$ cat src/rtl/lcd_ctrl_if.sv
`timescale 1ns/1ps
// Host-side register interface of the LCD controller: write strobe/command in,
// status flags out.
interface lcd_ctrl_if;
    logic        lcd_we_i;
    logic [31:0] lcd_cmd_i;
    logic        busy_o;
    logic        full_o;
    logic        ovf_o;

    modport master (
        output lcd_we_i,
        output lcd_cmd_i,
        input  busy_o,
        input  full_o,
        input  ovf_o
    );

    modport slave (
        input  lcd_we_i,
        input  lcd_cmd_i,
        output busy_o,
        output full_o,
        output ovf_o
    );
endinterface

$ cat src/rtl/lcd_ctrl.sv
`timescale 1ns/1ps
// HD44780-style LCD write controller: a 4-entry request FIFO feeding a
// SETUP/PULSE/HOLD/WAIT bus-timing sequencer.
module lcd_ctrl #(
    parameter int SETUP_CYC = 3,
    parameter int PULSE_CYC = 25,
    parameter int HOLD_CYC  = 3,
    parameter int EXEC_CYC  = 2000,
    parameter int LONG_CYC  = 80000
) (
    input  logic       clock_i,
    input  logic       reset_ni,
    lcd_ctrl_if.slave  bus,
    output logic [7:0] lcd_data_o,
    output logic       lcd_rs_o,
    output logic       lcd_rw_o,
    output logic       lcd_en_o,
    output logic       lcd_on_o
);
    localparam int MAX_A   = (SETUP_CYC > PULSE_CYC) ? SETUP_CYC : PULSE_CYC;
    localparam int MAX_B   = (HOLD_CYC > EXEC_CYC) ? HOLD_CYC : EXEC_CYC;
    localparam int MAX_AB  = (MAX_A > MAX_B) ? MAX_A : MAX_B;
    localparam int MAX_CYC = (MAX_AB > LONG_CYC) ? MAX_AB : LONG_CYC;
    localparam int CNT_W   = ($clog2(MAX_CYC) > 17) ? $clog2(MAX_CYC) : 17;

    typedef enum logic [2:0] {
        ST_IDLE,
        ST_SETUP,
        ST_PULSE,
        ST_HOLD,
        ST_WAIT
    } state_t;

    state_t             state_reg, state_next;
    logic [CNT_W-1:0]   cnt_reg, cnt_next;

    logic [8:0]         fifo_mem [4];
    logic [1:0]         wr_ptr_reg, rd_ptr_reg;
    logic [2:0]         count_reg, count_next;
    logic               ovf_reg;
    logic               lcd_on_reg;
    logic               lcd_rs_reg;
    logic [7:0]         lcd_data_reg;
    logic               lcd_en_reg;

    logic               fifo_full, fifo_empty;
    logic               pop, push, long_wait;
    logic               unused_cmd_bits;

    assign unused_cmd_bits = ^{bus.lcd_cmd_i[30:10], bus.lcd_cmd_i[8]};

    assign fifo_full  = (count_reg == 3'd4);
    assign fifo_empty = (count_reg == 3'd0);
    // A pop in the same cycle frees a slot, so a full FIFO may still accept.
    assign push       = bus.lcd_we_i && (!fifo_full || pop);

    // Clear (0x01) and home (0x02/0x03) commands need the long execution wait.
    assign long_wait  = !lcd_rs_reg && (lcd_data_reg[7:2] == 6'd0) &&
                        (lcd_data_reg[1:0] != 2'd0);

    always_ff @(posedge clock_i) begin
        if (push) begin
            fifo_mem[wr_ptr_reg] <= {bus.lcd_cmd_i[9], bus.lcd_cmd_i[7:0]};
        end
    end

    always_comb begin
        count_next = count_reg;
        case ({push, pop})
            2'b10:   count_next = count_reg + 3'd1;
            2'b01:   count_next = count_reg - 3'd1;
            default: count_next = count_reg;
        endcase
    end

    always_ff @(posedge clock_i or negedge reset_ni) begin
        if (!reset_ni) begin
            wr_ptr_reg <= 2'd0;
            rd_ptr_reg <= 2'd0;
            count_reg  <= 3'd0;
            ovf_reg    <= 1'b0;
            lcd_on_reg <= 1'b0;
        end else begin
            count_reg <= count_next;
            if (push) begin
                wr_ptr_reg <= wr_ptr_reg + 2'd1;
            end
            if (pop) begin
                rd_ptr_reg <= rd_ptr_reg + 2'd1;
            end
            if (bus.lcd_we_i && !push) begin
                ovf_reg <= 1'b1;
            end
            if (bus.lcd_we_i) begin
                lcd_on_reg <= bus.lcd_cmd_i[31];
            end
        end
    end

    always_comb begin
        state_next = state_reg;
        cnt_next   = cnt_reg;
        pop        = 1'b0;
        case (state_reg)
            ST_IDLE: begin
                if (!fifo_empty) begin
                    pop        = 1'b1;
                    state_next = ST_SETUP;
                    cnt_next   = CNT_W'(SETUP_CYC - 1);
                end
            end
            ST_SETUP: begin
                if (cnt_reg == '0) begin
                    state_next = ST_PULSE;
                    cnt_next   = CNT_W'(PULSE_CYC - 1);
                end else begin
                    cnt_next = cnt_reg - 1'b1;
                end
            end
            ST_PULSE: begin
                if (cnt_reg == '0) begin
                    state_next = ST_HOLD;
                    cnt_next   = CNT_W'(HOLD_CYC - 1);
                end else begin
                    cnt_next = cnt_reg - 1'b1;
                end
            end
            ST_HOLD: begin
                if (cnt_reg == '0) begin
                    state_next = ST_WAIT;
                    cnt_next   = long_wait ? CNT_W'(LONG_CYC - 1) : CNT_W'(EXEC_CYC - 1);
                end else begin
                    cnt_next = cnt_reg - 1'b1;
                end
            end
            ST_WAIT: begin
                if (cnt_reg == '0) begin
                    state_next = ST_IDLE;
                end else begin
                    cnt_next = cnt_reg - 1'b1;
                end
            end
            default: begin
                state_next = ST_IDLE;
                cnt_next   = '0;
            end
        endcase
    end

    // EN is decoded from the next state and registered so the pin never glitches.
    always_ff @(posedge clock_i or negedge reset_ni) begin
        if (!reset_ni) begin
            state_reg    <= ST_IDLE;
            cnt_reg      <= '0;
            lcd_en_reg   <= 1'b0;
            lcd_rs_reg   <= 1'b0;
            lcd_data_reg <= 8'h00;
        end else begin
            state_reg  <= state_next;
            cnt_reg    <= cnt_next;
            lcd_en_reg <= (state_next == ST_PULSE);
            if (pop) begin
                {lcd_rs_reg, lcd_data_reg} <= fifo_mem[rd_ptr_reg];
            end
        end
    end

    assign lcd_data_o = lcd_data_reg;
    assign lcd_rs_o   = lcd_rs_reg;
    assign lcd_rw_o   = 1'b0;
    assign lcd_en_o   = lcd_en_reg;
    assign lcd_on_o   = lcd_on_reg;

    assign bus.busy_o = (state_reg != ST_IDLE) || !fifo_empty;
    assign bus.full_o = fifo_full;
    assign bus.ovf_o  = ovf_reg;
endmodule

$ cat src/flat_wrapper.sv
// flat-port wrapper written by rule: the top's interface ports become plain ports
module lcd_ctrl_flat 
#(
    parameter int SETUP_CYC = 3,
    parameter int PULSE_CYC = 25,
    parameter int HOLD_CYC  = 3,
    parameter int EXEC_CYC  = 2000,
    parameter int LONG_CYC  = 80000
)
  (clock_i, reset_ni, lcd_data_o, lcd_rs_o, lcd_rw_o, lcd_en_o, lcd_on_o, bus_lcd_we_i, bus_lcd_cmd_i, bus_busy_o, bus_full_o, bus_ovf_o);
  lcd_ctrl_if bus_i ();
  input  logic clock_i;
  input  logic reset_ni;
  output logic [7:0] lcd_data_o;
  output logic lcd_rs_o;
  output logic lcd_rw_o;
  output logic lcd_en_o;
  output logic lcd_on_o;
  input wire logic [$bits(bus_i.lcd_we_i)-1:0] bus_lcd_we_i;
  input wire logic [$bits(bus_i.lcd_cmd_i)-1:0] bus_lcd_cmd_i;
  output wire logic [$bits(bus_i.busy_o)-1:0] bus_busy_o;
  output wire logic [$bits(bus_i.full_o)-1:0] bus_full_o;
  output wire logic [$bits(bus_i.ovf_o)-1:0] bus_ovf_o;
  assign bus_i.lcd_we_i = bus_lcd_we_i;
  assign bus_i.lcd_cmd_i = bus_lcd_cmd_i;
  assign bus_busy_o = bus_i.busy_o;
  assign bus_full_o = bus_i.full_o;
  assign bus_ovf_o = bus_i.ovf_o;
  lcd_ctrl #(.SETUP_CYC(SETUP_CYC), .PULSE_CYC(PULSE_CYC), .HOLD_CYC(HOLD_CYC), .EXEC_CYC(EXEC_CYC), .LONG_CYC(LONG_CYC)) u_core (.clock_i(clock_i), .reset_ni(reset_ni), .bus(bus_i), .lcd_data_o(lcd_data_o), .lcd_rs_o(lcd_rs_o), .lcd_rw_o(lcd_rw_o), .lcd_en_o(lcd_en_o), .lcd_on_o(lcd_on_o));
endmodule
$ cat config.mk
export PLATFORM = sky130hd
export DESIGN_NAME = lcd_ctrl_flat
export DESIGN_NICKNAME = d
export VERILOG_FILES = /design/src/rtl/lcd_ctrl_if.sv /design/src/rtl/lcd_ctrl.sv /design/src/flat_wrapper.sv
export SDC_FILE = /design/constraint.sdc
export NUM_CORES = 1
export LEC_CHECK = 0
export BUFFER_PORTS_ARGS = -buffer_cell sky130_fd_sc_hd__buf_4
export CAP_MARGIN = 10
export CORE_UTILIZATION = 62
export DETAILED_ROUTE_END_ITERATION = 6
export PLACE_DENSITY_LB_ADDON = 0.12
export SLEW_MARGIN = 20
export SYNTH_ARGS = -nofsm -noshare
export SYNTH_HDL_FRONTEND = slang
export SYNTH_SLANG_ARGS = --single-unit
$ cat constraint.sdc
create_clock -name clock_i -period 3.6 [get_ports clock_i]
set_input_delay 0.18 -clock clock_i [delete_from_list [all_inputs] [get_ports clock_i]]
set_output_delay 0.18 -clock clock_i [all_outputs]
set_load 0.02 [all_outputs]
==> results.py <==
metrics = {
    "power": {
        "seqPwrFrac": 0.548,
        "power_mw": 1.95,
        "internal-power_mw": 1.45,
        "power_density_nw_per_um2": 462,
        "comb_power_share": 0.129,
        "switching_share": 0.258,
        "ir_worst_vdd_mv": 0.519,
        "clockPowerShare": 0.323,
        "cellLeakagePower_nw": 1.57,
        "power.switching_uw": 503,
    },
    "synth": {
        "synth-edff-count": 36,
        "synthTopCellsByArea": "edfxtp_1 (29%), dfrtp_1 (26%), mux4_2 (5.4%)",
        "synth_area_um2": 3790,
        "yosys_warnings": 0,
        "synth_mux_area_frac": 0.0859,
        "synth_area_leader_cell": "edfxtp_1",
        "syn-num-nets": 361,
        "synth-adder-area-share": 0.0251,
        "synth_compound_area_frac": 0.131,
        "synth_flop_cell": "dfrtp_1",
        "synth_top_family_by_area": "simple AND/OR/NAND/NOR gates",
        "yosysTopAreaCellShare": 0.285,
        "async_flop_share": 0.520,
        "synth_cell_types": 63,
        "yosys.area_share.xor_xnor": 0.0208,
        "yosys.area_share.simple": 0.163,
        "yosysSeqAreaShare": 0.543,
        "syn_avg_cell_area_um2": 11.9,
        "ys_ff_latch": 75,
        "syn_inst": 319,
    },
    "worst_setup_path": {
        "reg2reg_from": "u_core.cnt_reg[0]$_DFFE_PN0P_",
        "path_cells": "inv_1 > ha_1 > nor4b_2 > nand2_1 > nor2_1 > or4_1 > a21oi_1 > or3_1",
        "cp_max_fo": 7,
        "endpoint": "u_core.cnt_reg[2]$_DFFE_PN0P_",
        "crit_start": "u_core.cnt_reg[0]$_DFFE_PN0P_",
        "worst-setup-path-type": "reg2reg",
        "rr_worst_depth": 8,
        "r2r_setup_slack_ns": 1.07,
        "crit_slowest_cell": "nor2_1",
        "critPathCaptureType": "flip-flop",
        "critPathLaunchType": "flip-flop",
        "cp.arrival_ns": 2.76,
        "max_stage_delay_ns": 0.48,
        "cp.required_ns": 3.82,
        "timing.rr.end": "u_core.cnt_reg[2]$_DFFE_PN0P_",
    },
    "floorplanning": {
        "core_area_um2": 5920,
        "io_pins": 50,
        "fp.dieW_um": 80.2,
        "dieArea_um2": 6430,
        "die_h_um": 80.2,
        "start_util": 0.640,
        "num_rows": 28,
    },
    "cells_and_area": {
        "fin_util": 0.714,
        "multiInputGateArea_um2": 1620,
        "area_growth_syn_to_layout_pct": 11.6,
        "fill_cells": 413,
        "layout-drive-gt1-share": 0.239,
        "num_antenna_cells": 0,
        "nets": 388,
        "finalInstanceArea_um2": 4230,
        "regArea_um2": 2060,
        "largest_reg_flops": 36,
    },
    "sta": {
        "finalSetupTns_ns": 0,
        "slew_headroom": 0.569,
        "rsz0062_at_grt": "false",
        "skew_ns": 0.0119,
        "max_slew.worst_pin.slew_ns": 0.646,
        "whs_ns": 0.0282,
        "hold_viol": 0,
        "finalCritPeriodShare": 0.703,
        "max_freq_mhz": 395,
        "setup_violations": 0,
        "slew_violations": 0,
        "fin_crit_ns": 2.53,
    },
    "worst_hold_path": {
        "hold_class": "in2reg",
    },
    "clocking": {
        "clock-sinks": 75,
        "clock_latency_ns": 0.35,
        "htreeDepth": 3,
        "tritoncts": "yes",
        "cts-root-buf": "clkbuf_8",
        "path_clk_slew_ns": 0.08,
        "clock_path_buffers": 2,
        "numCtsBuffers": 9,
        "postCtsSetupRepairBufs": 0,
    },
    "place": {
        "port-buffer-count": 26,
        "placed_cell_area_um2": 4030,
        "globalplace.congestion": 0.899,
        "dp_hpwl_um": 5090,
    },
    "route": {
        "firstDrtPassIters": 5,
        "drt_iter0_drc": 202,
        "drt-total-wl_um": 7530,
        "drc": 0,
        "antenna_left": 0,
        "vias": 2656,
        "viasPerCell": 6.23,
        "wl_per_cell_um": 17.7,
    },
    "grt": {
        "antenna_found_initial": 0,
        "grt.overflow.total": 0,
        "grt_max_degree": 40,
        "grt_pass1_vias": 2561,
        "grt_pass1_wl_um": 12200,
        "grt.total_usage": 0.259,
    },
    "outcome": {
        "outcome": "finished, final reports clean",
    },
    "run": {
        "cap_viol_max_count": 0,
    },
}
## critical path, delay by kind of cell, from the launching register on
kind | cells | cell delay [ns]
AOI/OAI and AO/OA | 1 | 0.06
adders and majority gates | 1 | 0.18
and+or+nand+nor | 5 | 1.62
DFF | 1 | 0.42
buffers and inverters | 1 | 0.12
## metrics by stage
stage / setup slack [ns] / cells
6_report: 1.07 / 426
5_1_grt: 0.926 / 426
4_1_cts: 1.10 / 426
3_5_place_dp: 1.12 / 409
3_3_place_gp: 1.15 / 409
2_1_floorplan: 1.50 / 319
## repair_timing
action / in CTS / in global routing
hold buffers: 1 / 0
gates resized for setup: 0 / 0
hold endpoints to repair: 39 / 0
## cells in the mapped netlist, types with 3 or more instances
cell type   n
a211oi_1    3
a21o_1      3
a21oi_1    20
a31oi_1     4
and2_1      4
and3_1      5
buf_1       3
buf_2       4
clkbuf_1    5
dfrtp_1    39
edfxtp_1   36
ha_1        6
inv_1       9
mux2_2     10
mux4_2      9
nand2_1    28
nand3_1     9
nor2_1     20
nor3_1     10
nor3_2      3
nor4_1      4
o21ai_0    16
o21ai_1     3
o22ai_1     3
or2_2       3
or3_1       4
xnor2_1     6
xor2_1      3
## power groups by stage
stage	Clock, mW	Sequential (mW)	Combinational (mW)
global placement	0	1.08	0.250
detailed placement	0	1.09	0.256
global route	0.667	1.08	0.290
floorplan	0	1.08	0.170
finish	0.630	1.07	0.252
CTS	0.634	1.07	0.256
## cells in the final DEF, fill, tap and decap left out, drive strengths merged, types with 9 or more instances in the layout
| cell type | count |
|---|---|
| a21oi | 20 |
| buf | 30 |
| clkbuf | 11 |
| dfrtp | 39 |
| edfxtp | 36 |
| inv | 10 |
| mux2 | 10 |
| mux4 | 9 |
| nand2 | 28 |
| nand3 | 10 |
| nor2 | 20 |
| nor3 | 13 |
| o21ai | 21 |
## final cells by class
cell class                      count  area share
Inverter                           10     0.00888
Sequential cell                    75       0.486
Clock buffer                       11      0.0311
Timing Repair Buffer               31      0.0556
Multi-Input combinational cell    219       0.383
Clock inverter                      5      0.0133
Tap cell                           75      0.0222
## logic make-up after synthesis
logic type / count (synthesis)
XOR/XNOR: 9
AND/OR/NAND/NOR: 107
adder cells (fa/ha/maj): 7
flip-flops: 75
buffers and inverters: 25
multiplexers: 20
other: 1
AO/OA/AOI/OAI: 75
## metal layers
metal | global-route usage | vias to the layer above | part of all wire
li1 | - | 1252 | -
met1 | 0.328 | 1293 | 0.44
met2 | 0.425 | 90 | 0.49
met3 | 0.0568 | 21 | 0.046
met4 | 0.118 | 0 | 0.024
met5 | 0 | - | 0
## worst min path at each step
stage	from	end	slack, ns	cells past startpoint
2_1_floorplan	reset_ni	u_core.bus.ovf_o$_DFFE_PN0P_	-0.12	0
3_3_place_gp	reset_ni	u_core.cnt_reg[11]$_DFFE_PN0P_	0.18	1
3_5_place_dp	reset_ni	u_core.cnt_reg[16]$_DFFE_PN0P_	0.19	1
4_1_cts	bus_lcd_cmd_i[6]	u_core.fifo_mem[2][6]$_DFFE_PP_	0.01	1
5_1_grt	bus_lcd_cmd_i[6]	u_core.fifo_mem[2][6]$_DFFE_PP_	0.01	1
6_report	bus_lcd_cmd_i[6]	u_core.fifo_mem[2][6]$_DFFE_PP_	0.03	1
Power figures use the tool's default switching activity.
